### config.mk
export PLATFORM = sky130hd
export DESIGN_NAME = dvp_frame_tx
export DESIGN_NICKNAME = d
export VERILOG_FILES = /design/src/rtl/dvp_frame_tx.sv
export SDC_FILE = /design/constraint.sdc
export NUM_CORES = 1
export LEC_CHECK = 0
export ABC_CLOCK_PERIOD_IN_PS = 3550
export CORE_MARGIN = 2
export CORE_UTILIZATION = 50
export CTS_BUF_LIST = sky130_fd_sc_hd__clkbuf_8
export CTS_CLUSTER_SIZE = 16
export DETAILED_ROUTE_END_ITERATION = 10
export HOLD_SLACK_MARGIN = 0.03
export PLACE_DENSITY_LB_ADDON = 0.12
export SLEW_MARGIN = 20
export SYNTH_ARGS = -nofsm -noshare
export SYNTH_HDL_FRONTEND = slang
export SYNTH_SLANG_ARGS = --single-unit
### constraint.sdc
create_clock -name pclk -period 3.55 [get_ports pclk]
set_clock_uncertainty 0.15 [all_clocks]
set_input_delay 1.065 -clock pclk [delete_from_list [all_inputs] [get_ports pclk]]
set_output_delay 1.065 -clock pclk [all_outputs]
set_load 0.01 [all_outputs]
### src/rtl/dvp_frame_tx.sv
// Purpose: camera-side DVP transmitter that turns a 16-bit RGB565 stream into OV5640-style 8-bit DVP frames.
// Latency: one pclk from a pix_ready edge to the high byte on dvp_data; the low byte follows on the next pclk.
// Backpressure: none toward the DVP side. The source is polled once per pixel, and a missing pixel is sent as zeros and flagged as underflow.
//
// Ports:
//   pclk, rst_n    pixel/byte clock, asynchronous active-low reset
//   enable         run request, sampled only at frame boundaries (IDLE or end of frame)
//   pix_data/_valid/pix_ready
//                  RGB565 pixel source; pix_ready is combinational and marks the edge that takes a pixel
//   underflow_clr  clears the sticky underflow flag (a new underflow on the same edge wins)
//   dvp_vsync, dvp_href, dvp_data
//                  registered DVP outputs
//   underflow, frame_start, busy
//                  registered status outputs
module dvp_frame_tx #(
    parameter int H_ACTIVE = 640,
    parameter int V_ACTIVE = 480,
    parameter int H_BLANK  = 144,
    parameter int VS_LINES = 4,
    parameter int V_BACK   = 16,
    parameter int V_FRONT  = 8
) (
    input  logic        pclk,
    input  logic        rst_n,
    input  logic        enable,
    input  logic [15:0] pix_data,
    input  logic        pix_valid,
    output logic        pix_ready,
    input  logic        underflow_clr,
    output logic        dvp_vsync,
    output logic        dvp_href,
    output logic [7:0]  dvp_data,
    output logic        underflow,
    output logic        frame_start,
    output logic        busy
);

    localparam int LP = 2 * H_ACTIVE + H_BLANK;
    localparam int HW = $clog2(LP) + 1;

    localparam int V_MAX_A = (VS_LINES > V_BACK)  ? VS_LINES : V_BACK;
    localparam int V_MAX_B = (V_ACTIVE > V_FRONT) ? V_ACTIVE : V_FRONT;
    localparam int V_MAX   = (V_MAX_A > V_MAX_B)  ? V_MAX_A  : V_MAX_B;
    localparam int VW      = $clog2(V_MAX) + 1;

    localparam logic [HW-1:0] H_LAST      = HW'(LP - 1);
    localparam logic [HW-1:0] H_ACT_BYTES = HW'(2 * H_ACTIVE);

    typedef enum logic [2:0] {
        S_IDLE,
        S_VSYNC,
        S_VBACK,
        S_ACTIVE,
        S_VFRONT
    } state_t;

    state_t          state_q, state_d;
    logic [HW-1:0]   h_cnt_q, h_cnt_d;
    logic [VW-1:0]   v_cnt_q, v_cnt_d;
    logic [VW-1:0]   v_last;
    logic [7:0]      lo_byte_q;
    logic            href_d;

    logic            dvp_vsync_q;
    logic            dvp_href_q;
    logic [7:0]      dvp_data_q;
    logic            underflow_q;
    logic            frame_start_q;
    logic            busy_q;

    // Last line index of the state being counted.
    always_comb begin
        v_last = '0;
        case (state_q)
            S_VSYNC:  v_last = VW'(VS_LINES - 1);
            S_VBACK:  v_last = VW'(V_BACK - 1);
            S_ACTIVE: v_last = VW'(V_ACTIVE - 1);
            S_VFRONT: v_last = VW'(V_FRONT - 1);
            default:  v_last = '0;
        endcase
    end

    // Next state and counters. Zero-length back/front porches are skipped.
    // enable is looked at only when leaving IDLE or finishing a frame,
    // so a frame in progress always runs to completion.
    always_comb begin
        state_d = state_q;
        h_cnt_d = h_cnt_q;
        v_cnt_d = v_cnt_q;
        if (state_q == S_IDLE) begin
            h_cnt_d = '0;
            v_cnt_d = '0;
            if (enable) begin
                state_d = S_VSYNC;
            end
        end else if (h_cnt_q != H_LAST) begin
            h_cnt_d = h_cnt_q + 1'b1;
        end else begin
            h_cnt_d = '0;
            if (v_cnt_q != v_last) begin
                v_cnt_d = v_cnt_q + 1'b1;
            end else begin
                v_cnt_d = '0;
                case (state_q)
                    S_VSYNC:  state_d = (V_BACK > 0) ? S_VBACK : S_ACTIVE;
                    S_VBACK:  state_d = S_ACTIVE;
                    S_ACTIVE: begin
                        if (V_FRONT > 0) begin
                            state_d = S_VFRONT;
                        end else begin
                            state_d = enable ? S_VSYNC : S_IDLE;
                        end
                    end
                    S_VFRONT: state_d = enable ? S_VSYNC : S_IDLE;
                    default:  state_d = S_IDLE;
                endcase
            end
        end
    end

    // Outputs are registered from the next-state values, so they line up
    // with the state/counter they describe. A pixel is taken on the edge
    // that puts its high byte (even byte index) on the bus.
    assign href_d    = (state_d == S_ACTIVE) && (h_cnt_d < H_ACT_BYTES);
    assign pix_ready = href_d && !h_cnt_d[0];

    always_ff @(posedge pclk or negedge rst_n) begin
        if (!rst_n) begin
            state_q       <= S_IDLE;
            h_cnt_q       <= '0;
            v_cnt_q       <= '0;
            lo_byte_q     <= 8'h00;
            dvp_vsync_q   <= 1'b0;
            dvp_href_q    <= 1'b0;
            dvp_data_q    <= 8'h00;
            underflow_q   <= 1'b0;
            frame_start_q <= 1'b0;
            busy_q        <= 1'b0;
        end else begin
            state_q       <= state_d;
            h_cnt_q       <= h_cnt_d;
            v_cnt_q       <= v_cnt_d;
            dvp_vsync_q   <= (state_d == S_VSYNC);
            dvp_href_q    <= href_d;
            frame_start_q <= (state_d == S_VSYNC) && (state_q != S_VSYNC);
            busy_q        <= (state_d != S_IDLE);

            // A missing pixel goes out as two zero bytes; timing is untouched.
            if (pix_ready) begin
                dvp_data_q <= pix_valid ? pix_data[15:8] : 8'h00;
                lo_byte_q  <= pix_valid ? pix_data[7:0]  : 8'h00;
            end else if (href_d) begin
                dvp_data_q <= lo_byte_q;
            end else begin
                dvp_data_q <= 8'h00;
            end

            // Set has priority over clear.
            if (pix_ready && !pix_valid) begin
                underflow_q <= 1'b1;
            end else if (underflow_clr) begin
                underflow_q <= 1'b0;
            end
        end
    end

    assign dvp_vsync   = dvp_vsync_q;
    assign dvp_href    = dvp_href_q;
    assign dvp_data    = dvp_data_q;
    assign underflow   = underflow_q;
    assign frame_start = frame_start_q;
    assign busy        = busy_q;

endmodule

; ---- Word-level counts from Yosys, hierarchy flattened
; Cells that the tools add are included.
[op_classes]
addsub = 2
muxes = 18
reduce_logical = 9
eq_ne = 10
n_lt_le_gt_ge = 1
[ops]
columns = op, count
row1 = 9-bit case mux with 4 select lines, 1
row2 = 8-bit two-way mux, 4
row3 = 10-bit two-way mux, 3
row4 = 12-bit two-way mux, 2
row5 = "12-bit by 1-bit adder with 12-bit output, second input constant", 1
row6 = "12-bit by 11-bit < comparator with 1-bit output, second input constant", 1
row7 = 3-bit two-way mux, 4
row8 = "12-bit by 11-bit != test with 1-bit output, second input constant", 1
row9 = 3-bit case mux with 4 select lines, 1
row10 = "10-bit by 1-bit adder with 10-bit output, second input constant", 1
row11 = 10-bit != test, 1
row12 = "3-bit by 2-bit equality test with 1-bit output, second input constant", 3
row13 = "3-bit by 1-bit equality test with 1-bit output, second input constant", 2
row14 = 1-bit logical AND, 4
row15 = "3-bit equality test, second input constant", 1
row16 = 3-bit zero test, 1
row17 = 1-bit two-way mux, 3
row18 = "3-bit by 1-bit != test with 1-bit output, second input constant", 1
row19 = 3-bit nonzero test, 1
row20 = 1-bit zero test, 2
row21 = "2-bit != test, second input constant", 1
row22 = 2-bit nonzero test, 1
[word_totals]
reg_bits = 46
inputBits = 21

; ---- Longest topological paths before layout
[depth]
word_depth = 11
mapped_depth = 9
ltp_nobuf = 7

; ---- Least setup slack after synthesis
; Ideal clock, no wire load.
[synth_timing]
path_kind = reg2out
start = register v_cnt_q[4]
end = output pix_ready
required_ns = 2.335
t_arrival_ns = 1.959
setup_slack_ns = 0.376
path_buffers = 1
path_stages_with_launch = 7
path_cell_list = dfrtp_1 -> or4_1 -> mux2i_1 -> o2111ai_2 -> o31a_1 -> o221a_1 -> buf_6
[synth_between]
elab_chain_cells = 7
[synth_rtl]
columns = element, line
row1 = start: declaration, 59  ; logic [VW-1:0] v_cnt_q, v_cnt_d;
row2 = start signal: assignment, 142  ; v_cnt_q <= v_cnt_d;
row3 = 10-bit != test, 100  ; if (v_cnt_q != v_last) begin
row4 = 3-bit two-way mux, 100
row5 = 3-bit two-way mux, 96  ; end else if (h_cnt_q != H_LAST) begin
row6 = 3-bit two-way mux, 90  ; if (state_q == S_IDLE) begin
row7 = 3-bit by 2-bit equality test with 1-bit output, 124  ; assign href_d = (state_d == S_ACTIVE) && (h_cnt_d < H_ACT_BYTES);
row8 = 1-bit logical AND, 124
row9 = 1-bit logical AND, 125  ; assign pix_ready = href_d && !h_cnt_d[0];
row10 = end: declaration, 28  ; output logic pix_ready,
; No other way between the ends.

; ---- Worst setup path after layout
[layout_timing]
start = register h_cnt_q[1]
end = output pix_ready
[layout_between]
elab_chain_cells = 6
word_cells_on_any_way = 11
[layout_rtl]
columns = element, line
row1 = start: declaration, 58  ; logic [HW-1:0] h_cnt_q, h_cnt_d;
row2 = start signal: assignment, 141  ; h_cnt_q <= h_cnt_d;
row3 = 12-bit by 1-bit adder with 12-bit output or 12-bit by 11-bit != test with 1-bit output (tied branches), "97, 96"
row4 = 12-bit two-way mux or 3-bit two-way mux (tied branches), 96
row5 = 12-bit two-way mux or 3-bit two-way mux (tied branches), 90
row6 = 12-bit by 11-bit < comparator with 1-bit output or 3-bit by 2-bit equality test with 1-bit output (tied branches), 124
row7 = 1-bit logical AND, 124
row8 = 1-bit logical AND *, 125
; Every way passes the cells marked *; elsewhere a longest branch is shown, timed or not.

==> flow_summary_export.csv <==
group,metric,value,unit
run_status,status,"completed",
cts,htreeDepth,2,
global_route,top_usage_layer,"met2",
sta,worst_pin_slew,0.621,ns
cts,root_buffer,"clkbuf_8",
cts,clk_path_buf_depth,2,
cts,path_clk_slew,0.09,ns
global_route,grt_pass1_wl,8.95,mm
global_route,met3_usage,5.25,%
yosys,avgSynthCellArea,9.60,um2
sta,final-setup-viol-count,0,
yosys,ys_seq_elements,46,
placed_design,gp_congestion,0.802,
detailed_routing,drt_iter0_markers,105,
global_route,grt_max_degree,47,
worst_hold_path,hold_path_class,"register to register",
sta,period_share,98.6,%
power_and_ir_drop,leakage,1.45,nW
sta,holdWs,0.369,ns
yosys,synth_area,0.00235,mm2
yosys,synthCells,245,
die,core,0.00444,mm2
yosys,synth.area.top_cells,"dfrtp_1 (49%), nand2_1 (4.8%), mux2i_1 (4.3%)",
sta,final-hold-violation-count,0,
die,core.rowCount,24,
detailed_routing,drtPass1Iterations,4,
setup_path,worstSetupPathType,"register to output port",
setup_path,cp.required,2.33,ns
yosys,ys.flop_type,"dfrtp_1",
die,die_area,0.00527,mm2
sta,slew_headroom,58.4,%
detailed_routing,drc,0,
cts,clk_latency,0.30,ns
sta,post-route-min-period,3.50,ns
global_route,track_usage,21.8,%
final_layout,fin_area,0.00311,mm2
sta,rsz0062_at_grt,"true",
placed_design,dpl_cell_area,0.00291,mm2
global_route,overflow,0,
placed_design,portBuffers,34,
yosys,yosysTopAreaCell,"dfrtp_1",
yosys,netlist-cell-type-count,50,
setup_path,cp_max_fo,6,
die,die_height,72.6,um
global_route,grt_pass1_vias,1995,
setup_path,cp-start-kind,"register",
setup_path,cp.arrival,2.28,ns
sta,finalSetupTns,0,ns
yosys,ys_seq_area_share,48.9,%
yosys,yosysMostFrequentCell,"dfrtp_1",
detailed_routing,ant_nets,0,
power_and_ir_drop,ir_drop,0.000292,V
sta,maxSlewViolCount,0,
yosys,synth_edf_count,0,
final_layout,fin_nets,333,
yosys,async_flop_share,100,%
final_layout,drive_above_1_share,18.0,%
die,initial_core_util,52.9,%
cts,cts_buffers,5,
cts,cts_sinks,46,
global_route,use_met2,36.0,%
yosys,ys_top_cells_by_count,"dfrtp_1 (46), nand2_1 (30), nand3_1 (16), nor2_1 (16)",
power_and_ir_drop,power_density,410,mW/mm2
detailed_routing,via_per_inst,5.47,
detailed_routing,drt-total-wl,5.16,mm
cts,cts.hold.buffers_added,0,
sta,max_clock_freq,286,MHz
yosys,synth.net_count,268,
job,max_cap_violations,0,
setup_path,cp-end-kind,"output port",
final_layout,syn_to_final_growth,32.3,%
die,io_pins,35,
final_layout,utilization,70.0,%
final_layout,antennaDiodeCount,0,
detailed_routing,wl_per_cell,14.2,um
yosys,synth_warnings,0,
detailed_routing,vias,1985,
global_route,antenna_found_initial,0,
placed_design,hpwlAfterDp,3.57,mm
cts,cts_tree,"done",
die,die_w,72.6,um
global_route,grt_use_met1,28.6,%
yosys,synth_top_area_share,48.9,%
cell families after synthesis:
family / synth area share [%]
simple gates: 22.6
flops: 48.9
compound gates: 13.2
buf+inv: 5.16
xor+xnor: 4.84
mux: 4.26
fa+ha+maj: 1.06
cells in the final DEF, fill, tap and decap left out, drive strengths merged, types with 3 or more instances in the layout:
cell,n
inv,14
nor3b,4
xnor2,6
a21o,3
or3,4
clkbuf,6
o21ai,14
mux2i,10
nand4,4
buf,38
nor2b,3
dfrtp,46
nor3,4
nor2,16
nor4,4
a21oi,11
nand2,30
xor2,7
nand3,16
and3,7
clkdlybuf4s50,32
what timing repair did:
item,in CTS,in global routing
setup buffers,5,1
pin swaps,3,2
gates resized for setup,7,0
setup endpoints to repair,1,1
per-stage QoR:
step / cells / power, mW / worst slack, ns
5_1_grt: 363 / 1.34 / -0.0412
4_1_cts: 362 / 1.28 / 0.0622
3_5_place_dp: 349 / 0.806 / -0.0565
6_report: 363 / 1.28 / 0.0506
3_3_place_gp: 349 / 0.799 / -0.0260
2_1_floorplan: 245 / 0.708 / 0.376
power breakdown:
part	switching, mW	internal [mW]	total (mW)
sequential	0.0254	0.554	0.579
combinational	0.121	0.101	0.222
clock	0.174	0.300	0.474
routing by layer:
layer / wire length (um) / up-vias
met1: 2360 / 955
li1: - / 991
met3: 192 / 6
met2: 2560 / 33
met5: 0 / -
met4: 57 / 0
area by class of cell:
cell class | count | area, um2
well taps | 52 | 65.1
inverters | 15 | 56.3
fillers | 366 | 1330
repair buffers | 70 | 603
flip-flops and latches | 46 | 1150
clock inverters | 2 | 60.1
clock buffers | 6 | 82.6
multi-input cells | 172 | 1090
critical path, stage by stage, from the launching register on:
cell and delay, ns:
dfrtp_1 0.39, ha_1 0.24, and3_1 0.29, nand3_1 0.23, o31a_1 0.37, o221a_1 0.30
buf_2 0.15
flip-flops by register name, indices dropped and copies added, names as in the netlist:
name         count
busy             1
v_cnt_q         10
lo_byte_q        8
h_cnt_q         12
underflow        1
state_q          3
dvp_data         8
dvp_href         1
dvp_vsync        1
frame_start      1
final timing paths:
path,from,end,slack (ns),cells past startpoint
worst max-delay path,h_cnt_q[1],pix_ready,0.05,6
worst min-delay path,underflow,underflow,0.37,1
worst max register to register,v_cnt_q[4],v_cnt_q[2],0.52,11
worst min register to register,underflow,underflow,0.37,1
max in group asynchronous,rst_n,lo_byte_q[4],2.26,1
min in group asynchronous,rst_n,dvp_data[6],0.61,1
No activity file was read; power rests on OpenSTA's default activity.
